===== src/rtl/monitor_pkg.sv =====
// Shared types and constants for the CPU test monitor.
// Holds the monitor state encoding, the expected-value table entry and the default halt word.
// Combinational only; no timing or backpressure of its own.
package monitor_pkg;

    // Expected values are held at a fixed width so the entry type does not depend on XLEN;
    // the monitor zero-extends both the programmed value and the shadow value to this width.
    localparam int CHK_VAL_W = 64;

    // jal x0,0 : the canonical "spin here forever" end of a test program
    localparam logic [31:0] DEFAULT_HALT_INSTR = 32'h0000_006f;

    typedef enum logic [2:0] {
        ST_IDLE  = 3'd0,
        ST_RUN   = 3'd1,
        ST_DRAIN = 3'd2,
        ST_CHECK = 3'd3,
        ST_DONE  = 3'd4
    } mon_state_t;

    typedef struct packed {
        logic                 valid;
        logic [4:0]           rsel;
        logic [CHK_VAL_W-1:0] val;
    } check_entry_t;

endpackage


===== src/rtl/commit_shadow_regs.sv =====
// Shadow copy of the architectural register file, written from the snooped write-back port.
// Write lands at the clock edge; read port is combinational; x0 always reads zero.
// No backpressure: every qualified write is accepted; synchronous clear wins over a write.
module commit_shadow_regs #(
    parameter int XLEN = 32
) (
    input  logic            i_clk,
    input  logic            i_clr,
    input  logic            i_we,
    input  logic [4:0]      i_waddr,
    input  logic [XLEN-1:0] i_wdata,
    input  logic [4:0]      i_raddr,
    output logic [XLEN-1:0] o_rdata
);

    logic [XLEN-1:0] r_regs [32];

    // Clear the whole file, or capture one write-back (never into x0)
    always_ff @(posedge i_clk) begin
        if (i_clr) begin
            for (int i = 0; i < 32; i++) begin
                r_regs[i] <= '0;
            end
        end else if (i_we && (i_waddr != 5'd0)) begin
            r_regs[i_waddr] <= i_wdata;
        end
    end

    assign o_rdata = (i_raddr == 5'd0) ? '0 : r_regs[i_raddr];

endmodule


===== src/rtl/cpu_test_monitor.sv =====
// Self-checking monitor: shadows write-back, waits for halt or timeout, then checks a programmable table.
// Latency: halt -> done is 1 + DRAIN_CYCLES + NUM_CHECKS edges; timeout -> done on the MAX_CYCLES-th run edge.
// No backpressure: pure snooper; start is ignored while busy, table writes are ignored outside IDLE.
module cpu_test_monitor
    import monitor_pkg::*;
#(
    parameter int          XLEN         = 32,
    parameter int          NUM_CHECKS   = 8,
    parameter int          MAX_CYCLES   = 150,
    parameter int          DRAIN_CYCLES = 4,
    parameter logic [31:0] HALT_INSTR   = DEFAULT_HALT_INSTR,
    parameter int          CW           = 16
) (
    input  logic                          clk,
    input  logic                          rst,
    input  logic                          start,
    input  logic                          wb_we,
    input  logic [4:0]                    wb_rd,
    input  logic [XLEN-1:0]               wb_data,
    input  logic                          retire_valid,
    input  logic [31:0]                   retire_instr,
    input  logic                          cfg_we,
    input  logic [$clog2(NUM_CHECKS)-1:0] cfg_idx,
    input  logic                          cfg_valid,
    input  logic [4:0]                    cfg_reg,
    input  logic [XLEN-1:0]               cfg_val,
    output logic                          busy,
    output logic                          done,
    output logic                          pass,
    output logic                          timeout,
    output logic [CW-1:0]                 cycle_count,
    output logic [CW-1:0]                 retired_count,
    output logic [4:0]                    mismatch_reg,
    output logic [XLEN-1:0]               mismatch_got
);

    localparam int IW = $clog2(NUM_CHECKS);
    localparam int DW = $clog2(DRAIN_CYCLES + 1);

    mon_state_t   r_state;
    mon_state_t   w_next_state;
    check_entry_t r_table [NUM_CHECKS];

    logic [CW-1:0]   r_cycle_count;
    logic [CW-1:0]   r_retired_count;
    logic [DW-1:0]   r_drain_cnt;
    logic [IW-1:0]   r_chk_idx;
    logic            r_done;
    logic            r_pass;
    logic            r_timeout;
    logic            r_mis_found;
    logic [4:0]      r_mis_reg;
    logic [XLEN-1:0] r_mis_got;

    logic            w_halt;
    logic            w_start_run;
    logic            w_timeout_hit;
    logic            w_check_last;
    logic            w_entry_bad;
    logic            w_sh_we;
    logic            w_sh_clr;
    check_entry_t    w_entry;
    logic [XLEN-1:0] w_sh_rdata;

    assign w_halt   = retire_valid && (retire_instr == HALT_INSTR);
    assign w_entry  = r_table[r_chk_idx];
    // Only a valid entry whose register disagrees with the shadow counts as a failure
    assign w_entry_bad = (r_state == ST_CHECK) && w_entry.valid &&
                         (CHK_VAL_W'(w_sh_rdata) != w_entry.val);
    // Write-backs still in flight after halt land during DRAIN, so both phases capture
    assign w_sh_we  = wb_we && ((r_state == ST_RUN) || (r_state == ST_DRAIN));
    assign w_sh_clr = rst || w_start_run;

    commit_shadow_regs #(
        .XLEN (XLEN)
    ) u_shadow (
        .i_clk   (clk),
        .i_clr   (w_sh_clr),
        .i_we    (w_sh_we),
        .i_waddr (wb_rd),
        .i_wdata (wb_data),
        .i_raddr (w_entry.rsel),
        .o_rdata (w_sh_rdata)
    );

    // State register
    always_ff @(posedge clk) begin
        if (rst) begin
            r_state <= ST_IDLE;
        end else begin
            r_state <= w_next_state;
        end
    end

    // Next-state decode and one-cycle control strobes
    always_comb begin
        w_next_state  = r_state;
        w_start_run   = 1'b0;
        w_timeout_hit = 1'b0;
        w_check_last  = 1'b0;
        case (r_state)
            ST_IDLE, ST_DONE: begin
                if (start) begin
                    w_next_state = ST_RUN;
                    w_start_run  = 1'b1;
                end
            end
            ST_RUN: begin
                // Halt beats timeout when both happen on the same cycle
                if (w_halt) begin
                    w_next_state = ST_DRAIN;
                end else if (r_cycle_count == CW'(MAX_CYCLES - 1)) begin
                    w_next_state  = ST_DONE;
                    w_timeout_hit = 1'b1;
                end
            end
            ST_DRAIN: begin
                if (r_drain_cnt == DW'(DRAIN_CYCLES - 1)) begin
                    w_next_state = ST_CHECK;
                end
            end
            ST_CHECK: begin
                if (r_chk_idx == IW'(NUM_CHECKS - 1)) begin
                    w_next_state = ST_DONE;
                    w_check_last = 1'b1;
                end
            end
            default: begin
                w_next_state = ST_IDLE;
            end
        endcase
    end

    // Expected-value table: writable only while idle, deliberately untouched by reset
    always_ff @(posedge clk) begin
        if (!rst && cfg_we && (r_state == ST_IDLE)) begin
            r_table[cfg_idx] <= '{valid: cfg_valid, rsel: cfg_reg, val: CHK_VAL_W'(cfg_val)};
        end
    end

    // Counters, sticky result flags and first-mismatch capture
    always_ff @(posedge clk) begin
        if (rst || w_start_run) begin
            r_cycle_count   <= '0;
            r_retired_count <= '0;
            r_drain_cnt     <= '0;
            r_chk_idx       <= '0;
            r_done          <= 1'b0;
            r_pass          <= 1'b0;
            r_timeout       <= 1'b0;
            r_mis_found     <= 1'b0;
            r_mis_reg       <= '0;
            r_mis_got       <= '0;
        end else begin
            case (r_state)
                ST_RUN: begin
                    if (r_cycle_count != '1) begin
                        r_cycle_count <= r_cycle_count + 1'b1;
                    end
                    if (retire_valid && (r_retired_count != '1)) begin
                        r_retired_count <= r_retired_count + 1'b1;
                    end
                    if (w_timeout_hit) begin
                        r_timeout <= 1'b1;
                        r_done    <= 1'b1;
                    end
                end
                ST_DRAIN: begin
                    r_drain_cnt <= r_drain_cnt + 1'b1;
                end
                ST_CHECK: begin
                    r_chk_idx <= r_chk_idx + 1'b1;
                    if (w_entry_bad && !r_mis_found) begin
                        r_mis_found <= 1'b1;
                        r_mis_reg   <= w_entry.rsel;
                        r_mis_got   <= w_sh_rdata;
                    end
                    if (w_check_last) begin
                        r_done <= 1'b1;
                        r_pass <= !(r_mis_found || w_entry_bad);
                    end
                end
                default: begin
                end
            endcase
        end
    end

    assign busy          = (r_state == ST_RUN) || (r_state == ST_DRAIN) || (r_state == ST_CHECK);
    assign done          = r_done;
    assign pass          = r_pass;
    assign timeout       = r_timeout;
    assign cycle_count   = r_cycle_count;
    assign retired_count = r_retired_count;
    assign mismatch_reg  = r_mis_reg;
    assign mismatch_got  = r_mis_got;

endmodule


===== config.mk =====
export PLATFORM = sky130hd
export DESIGN_NAME = cpu_test_monitor
export DESIGN_NICKNAME = d
export VERILOG_FILES = /design/src/rtl/monitor_pkg.sv /design/src/rtl/commit_shadow_regs.sv /design/src/rtl/cpu_test_monitor.sv
export SDC_FILE = /design/constraint.sdc
export NUM_CORES = 2
export LEC_CHECK = 0
export CORE_MARGIN = 2
export CORE_UTILIZATION = 62
export DETAILED_ROUTE_END_ITERATION = 10
export PLACE_DENSITY = 0.79
export REMOVE_ABC_BUFFERS = 1
export SLEW_MARGIN = 20
export SYNTH_ARGS = -nofsm -noshare
export SYNTH_HDL_FRONTEND = slang
export SYNTH_SLANG_ARGS = --single-unit

===== constraint.sdc =====
create_clock -name clk -period 6.7 [get_ports clk]
set_input_delay 1.34 -clock clk [delete_from_list [all_inputs] [get_ports clk]]
set_output_delay 1.34 -clock clk [all_outputs]
set_load 0.01 [all_outputs]

Word-level counts from Yosys, hierarchy flattened
Memories as Yosys holds them, arrays and structs flattened. A register that Yosys moved wholly into a read port is not among the register bits.
Cells that the tools add are included.

word-level totals
  flip-flop bits (word level) = 82
  RAM bits = 1328
  word-level logic and storage cells = 92
  memories = 2

memories
  name             words  width  rd ports  clocked after Yosys merged registers in  write ports  line                      source
  u_shadow.r_regs  32     32     1         0                                        32           commit_shadow_regs.sv:16  logic [XLEN-1:0] r_regs [32];
  r_table          8      38     1         1                                        1            cpu_test_monitor.sv:42    check_entry_t r_table [NUM_CHECKS];

cells by class
  add/sub/neg operators = 4
  eq/ne operators = 17
  muxes and demuxes = 29
  reduce and logical (&&, ||, !) cells = 29

operators with widths
  kind                                                  count
  2-to-1 mux 32 bit                                     2
  != test 32 x 64 -> 1 bit                              1
  adder 16 x 1 -> 16 bit, second input constant         2
  equality test 32 x 7 -> 1 bit, second input constant  1
  != test 16 bit, second input constant                 2
  OR reduction 32 bit                                   1
  2-to-1 mux 3 bit                                      7
  2-to-1 mux 1 bit                                      17
  equality test 16 x 8 -> 1 bit, second input constant  1
  case mux 3 bit (4 select lines)                       1
  AND reduction 2 bit                                   5
  equality test 3 x 2 -> 1 bit, second input constant   3
  logical AND 1 bit                                     9
  != test 2 bit, second input constant                  4
  adder 3 x 1 -> 3 bit, second input constant           2
  equality test 3 bit, second input constant            2
  zero test 5 bit                                       1
  2-to-1 mux 5 bit                                      1
  nonzero test 5 bit                                    1
  logical OR 1 bit                                      4
  AND reduction 4 bit                                   1
  equality test 3 x 1 -> 1 bit, second input constant   1
  zero test 1 bit                                       3
  zero test 3 bit                                       1
  other kinds (6)                                       6

Longest topological paths before layout
  depth after elaboration = 9
  mapped depth = 22
  gate-level depth less buffers = 12

By module
Synthesis repeated with hierarchy kept, for this count alone.

unflattened totals
  cells, all modules = 3945
  area total of the unflattened synthesis = 62177.1 um^2

by module, submodules not included
  module              instances  cells an instance  area an instance (um^2)  sequential area each (um^2)
  commit_shadow_regs  1          2952               46473.3                  30749.5
  cpu_test_monitor    1          993                15703.8                  10830.4

Worst setup path after synthesis
OpenSTA, ideal clock, no wires.

  path kind = input to register
  from = in rst
  to = mem u_shadow.r_regs[14][0] (enable)
  data arrival time = 5139 ps
  setup slack = 1095 ps
  cell stages on the path = 6
  path buffers = 1
  cell sequence = a21oi_1 -> o31ai_1 -> nor4b_1 -> nand3b_1 -> clkbuf_1 -> o21ai_0

RTL lines
  what             line                      source
  start, declared  cpu_test_monitor.sv:15    input logic rst,
  end, declared    commit_shadow_regs.sv:16

==> metrics.md <==
| Metric | Value |
|---|---|
| Share of layout cells above drive strength 1 | 0.127 |
| DIE WIDTH | 322 um |
| Synth top area cells | edfxtp_1 63%, and2_1 9.9%, mux2i_1 5.4%, mux4_2 4.8%, dfxtp_1 2.7% |
| YS warnings | 0 |
| CP Data Required Time | 7.38 ns |
| Post-CTS setup buffers | 0 |
| HP Class | reg2reg |
| Max-slew violation count | 0 |
| Internal power | 0.0145 W |
| I/O pins | 189 |
| Die area | 104000 um2 |
| Post-synth EDFFs | 1324 |
| Sw Share | 0.225 |
| Total GRT Usage | 0.375 |
| PortBufs | 188 |
| Post-Place Setup Slack | 0.962 ns |
| Register share of total power | 0.539 |
| Core Area | 100000 um2 |
| Detailed router's first-iteration violation count | 6336 |
| Avg WL per Cell | 31.6 um |
| Hold_buf cts | 0 |
| Lkg Pwr | 25.8 nW |
| Initial antenna violation count | 14 |
| Bufs on Longest Clock Path | 3 |
| Post-synth cell types | 82 |
| P_sw | 0.00422 W |
| Final estimated routing congestion in global placement | 1.01 |
| Largest register FFs | 1020 |
| Layout Skew | 0.0294 ns |
| Worst slew pin tran | 1.25 ns |
| Rows | 116 |
| Tmin final | 6.11 ns |
| Run status | complete, no violations |
| Hold Path Stages | 2 |
| Fin util | 0.708 |
| P&R area growth vs syn | 13.0% |
| Worst VDD drop | 0.298 mV |
| CTS tree | done |
| Vias/cell | 6.70 |
| Skew-Pair Late Insertion Delay | 0.77 ns |
| Initial core utilization | 0.626 |
| First-pass GRT wire length | 275000 um |
| Vias in the first global route | 39032 |
| Largest net degree at the start of global routing | 111 |
| Crit path launch type | register |
| Mapped Area | 62700 um2 |
| Power Dens Cells | 265 nW/um2 |
| H-tree depth | 4 |
| WL final | 193000 um |
| DRT Pass-1 Iters | 9 |
| MaxCap Viol Count | 0 |
| Total gr overflow | 0 |
| Fmax achieved | 0.164 GHz |
| CTS resizes | 0 |
| RSZ-0062 raised after global routing | false |
| Most frequent cells in the layout | 1324 x edfxtp_1, 994 x and2_1, 444 x nand2_1, 336 x mux2i_1, 173 x clkdlybuf4s50_1 |
| Area of the multi-input gates | 20100 um2 |
| Worst hold slack | 0.456 ns |
| Vias | 40886 |
| Post-DP HPWL | 117000 um |
| Biggest register | u_shadow.r_regs |
| Share of the yosys chip area belonging to registers | 0.661 |
| FF+latch area | 41500 um2 |
| Gate Count Post-Synth | 4538 |
| Final WS setup | 0.593 ns |
| Setup crit end kind | register |
| Post-synth top flop | edfxtp_1 |
| Clock slew at reported path FFs | 0.06 ns |
| Most common cell after layout, fill and taps aside | edfxtp_1 |
| Endpoints failing setup | 0 |
| Synth top area share | 0.634 |
| Mean Syn Cell Area | 13.8 um2 |
| Die Height | 322 um |
| Final Hold Viols | 0 |
| DRC Markers | 0 |
| Crit path arrival time | 6.78 ns |
| Routed Antenna Nets | 0 |
| Clock root cell | clkbuf_16 |
| Clk pwr share | 0.411 |
| R2R depth | 14 |
| Slew HR | 0.164 |
| Fill cells | 6493 |
| Flops & latches, synth | 1409 |
| Final #Nets | 4817 |
| Post-synth ARST share | 0 |
| Final worst-path cycle share | 0.912 |
| Num CTS Buffers | 142 |
| Comb power frac | 0.050 |
| CP Max Fanout | 30 |
| Clock sink count | 1409 |
| Worst setup path class | reg2reg |
| Yosys top cell by area | edfxtp_1 |
-- logic make-up (layout without fill, tap and decap cells) --
logic type                 after synthesis  count (layout)  share of synthesized area
DFF                                   1409            1409                      0.661
and+or+nand+nor                       1886            1886                      0.163
xor gates and xnor gates                51              51                    0.00712
AOI/OAI and AO/OA                      318             318                     0.0347
buffers and inverters                  377             615                     0.0283
adders and majority gates                7               7                    0.00140
other                                    1              32                  0.0000598
muxes                                  489             489                      0.105
-- power by group through the flow --
| stage | combinational (W) | sequential, W | clock [W] |
|---|---|---|---|
| floorplan | 0.000378 | 0.0103 | 0 |
| global placement | 0.000893 | 0.0103 | 0 |
| detailed placement | 0.000906 | 0.0103 | 0 |
| CTS | 0.000910 | 0.0101 | 0.00770 |
| global route | 0.000959 | 0.0101 | 0.00804 |
| finish | 0.000941 | 0.0101 | 0.00771 |
-- critical path, cell delays in order, from the launching register on --
cell and delay, ns:
dfxtp_4 0.59, mux2i_1 0.14, mux4_4 0.98, buf_4 0.31, nand3_1 0.14, nand2_1 0.29, buf_4 0.32, a21oi_1 0.79
nor2_1 0.15, xnor2_1 0.55, nand4_1 0.25, or3_1 0.42, o31a_2 0.54, buf_12 0.24, mux2i_1 0.22
-- cell usage after synthesis, drive strengths merged, types with 46 or more instances --
master / count
and2: 995
clkbuf: 258
mux2i: 337
buf: 106
o22ai: 68
nand2: 446
o21ai: 59
mux4: 133
nand3: 154
nor2: 138
a21oi: 46
edfxtp: 1324
dfxtp: 85
-- worst paths after layout --
kind / startpoint / to / slack (ns)
max: register / mismatch_got[23] / 0.59
min: mismatch_got[7] / mismatch_got[7] / 0.46
max reg2reg: register / mismatch_got[23] / 0.59
min reg2reg: mismatch_got[7] / mismatch_got[7] / 0.46
-- layout make-up --
type                            instances  area share
Sequential cell                      1409       0.585
Multi-Input combinational cell       2779       0.284
Inverter                               13    0.000689
Tap cell                             1298      0.0229
Timing Repair Buffer                  349      0.0445
Clock inverter                         76     0.00906
Clock buffer                          177      0.0533
Antenna cell                            4    0.000141
-- per-layer routing --
layer	global-route usage	part of all wire
met4	0.203	0.066
met3	0.118	0.14
met5	0.0106	0.0014
met1	0.494	0.35
met2	0.558	0.44
-- stage by stage --
step                      area [um2]  instances  total power, W   TNS, ns
after global placement         66500       5848          0.0112         0
after detailed placement       66500       5848          0.0112         0
after CTS                      70900       6101          0.0187         0
after global routing           70900       6102          0.0191         0
after floorplan                61100       4201          0.0107  -3040.74
final                          70900       6105          0.0188         0
Power figures use the tool's default switching activity.
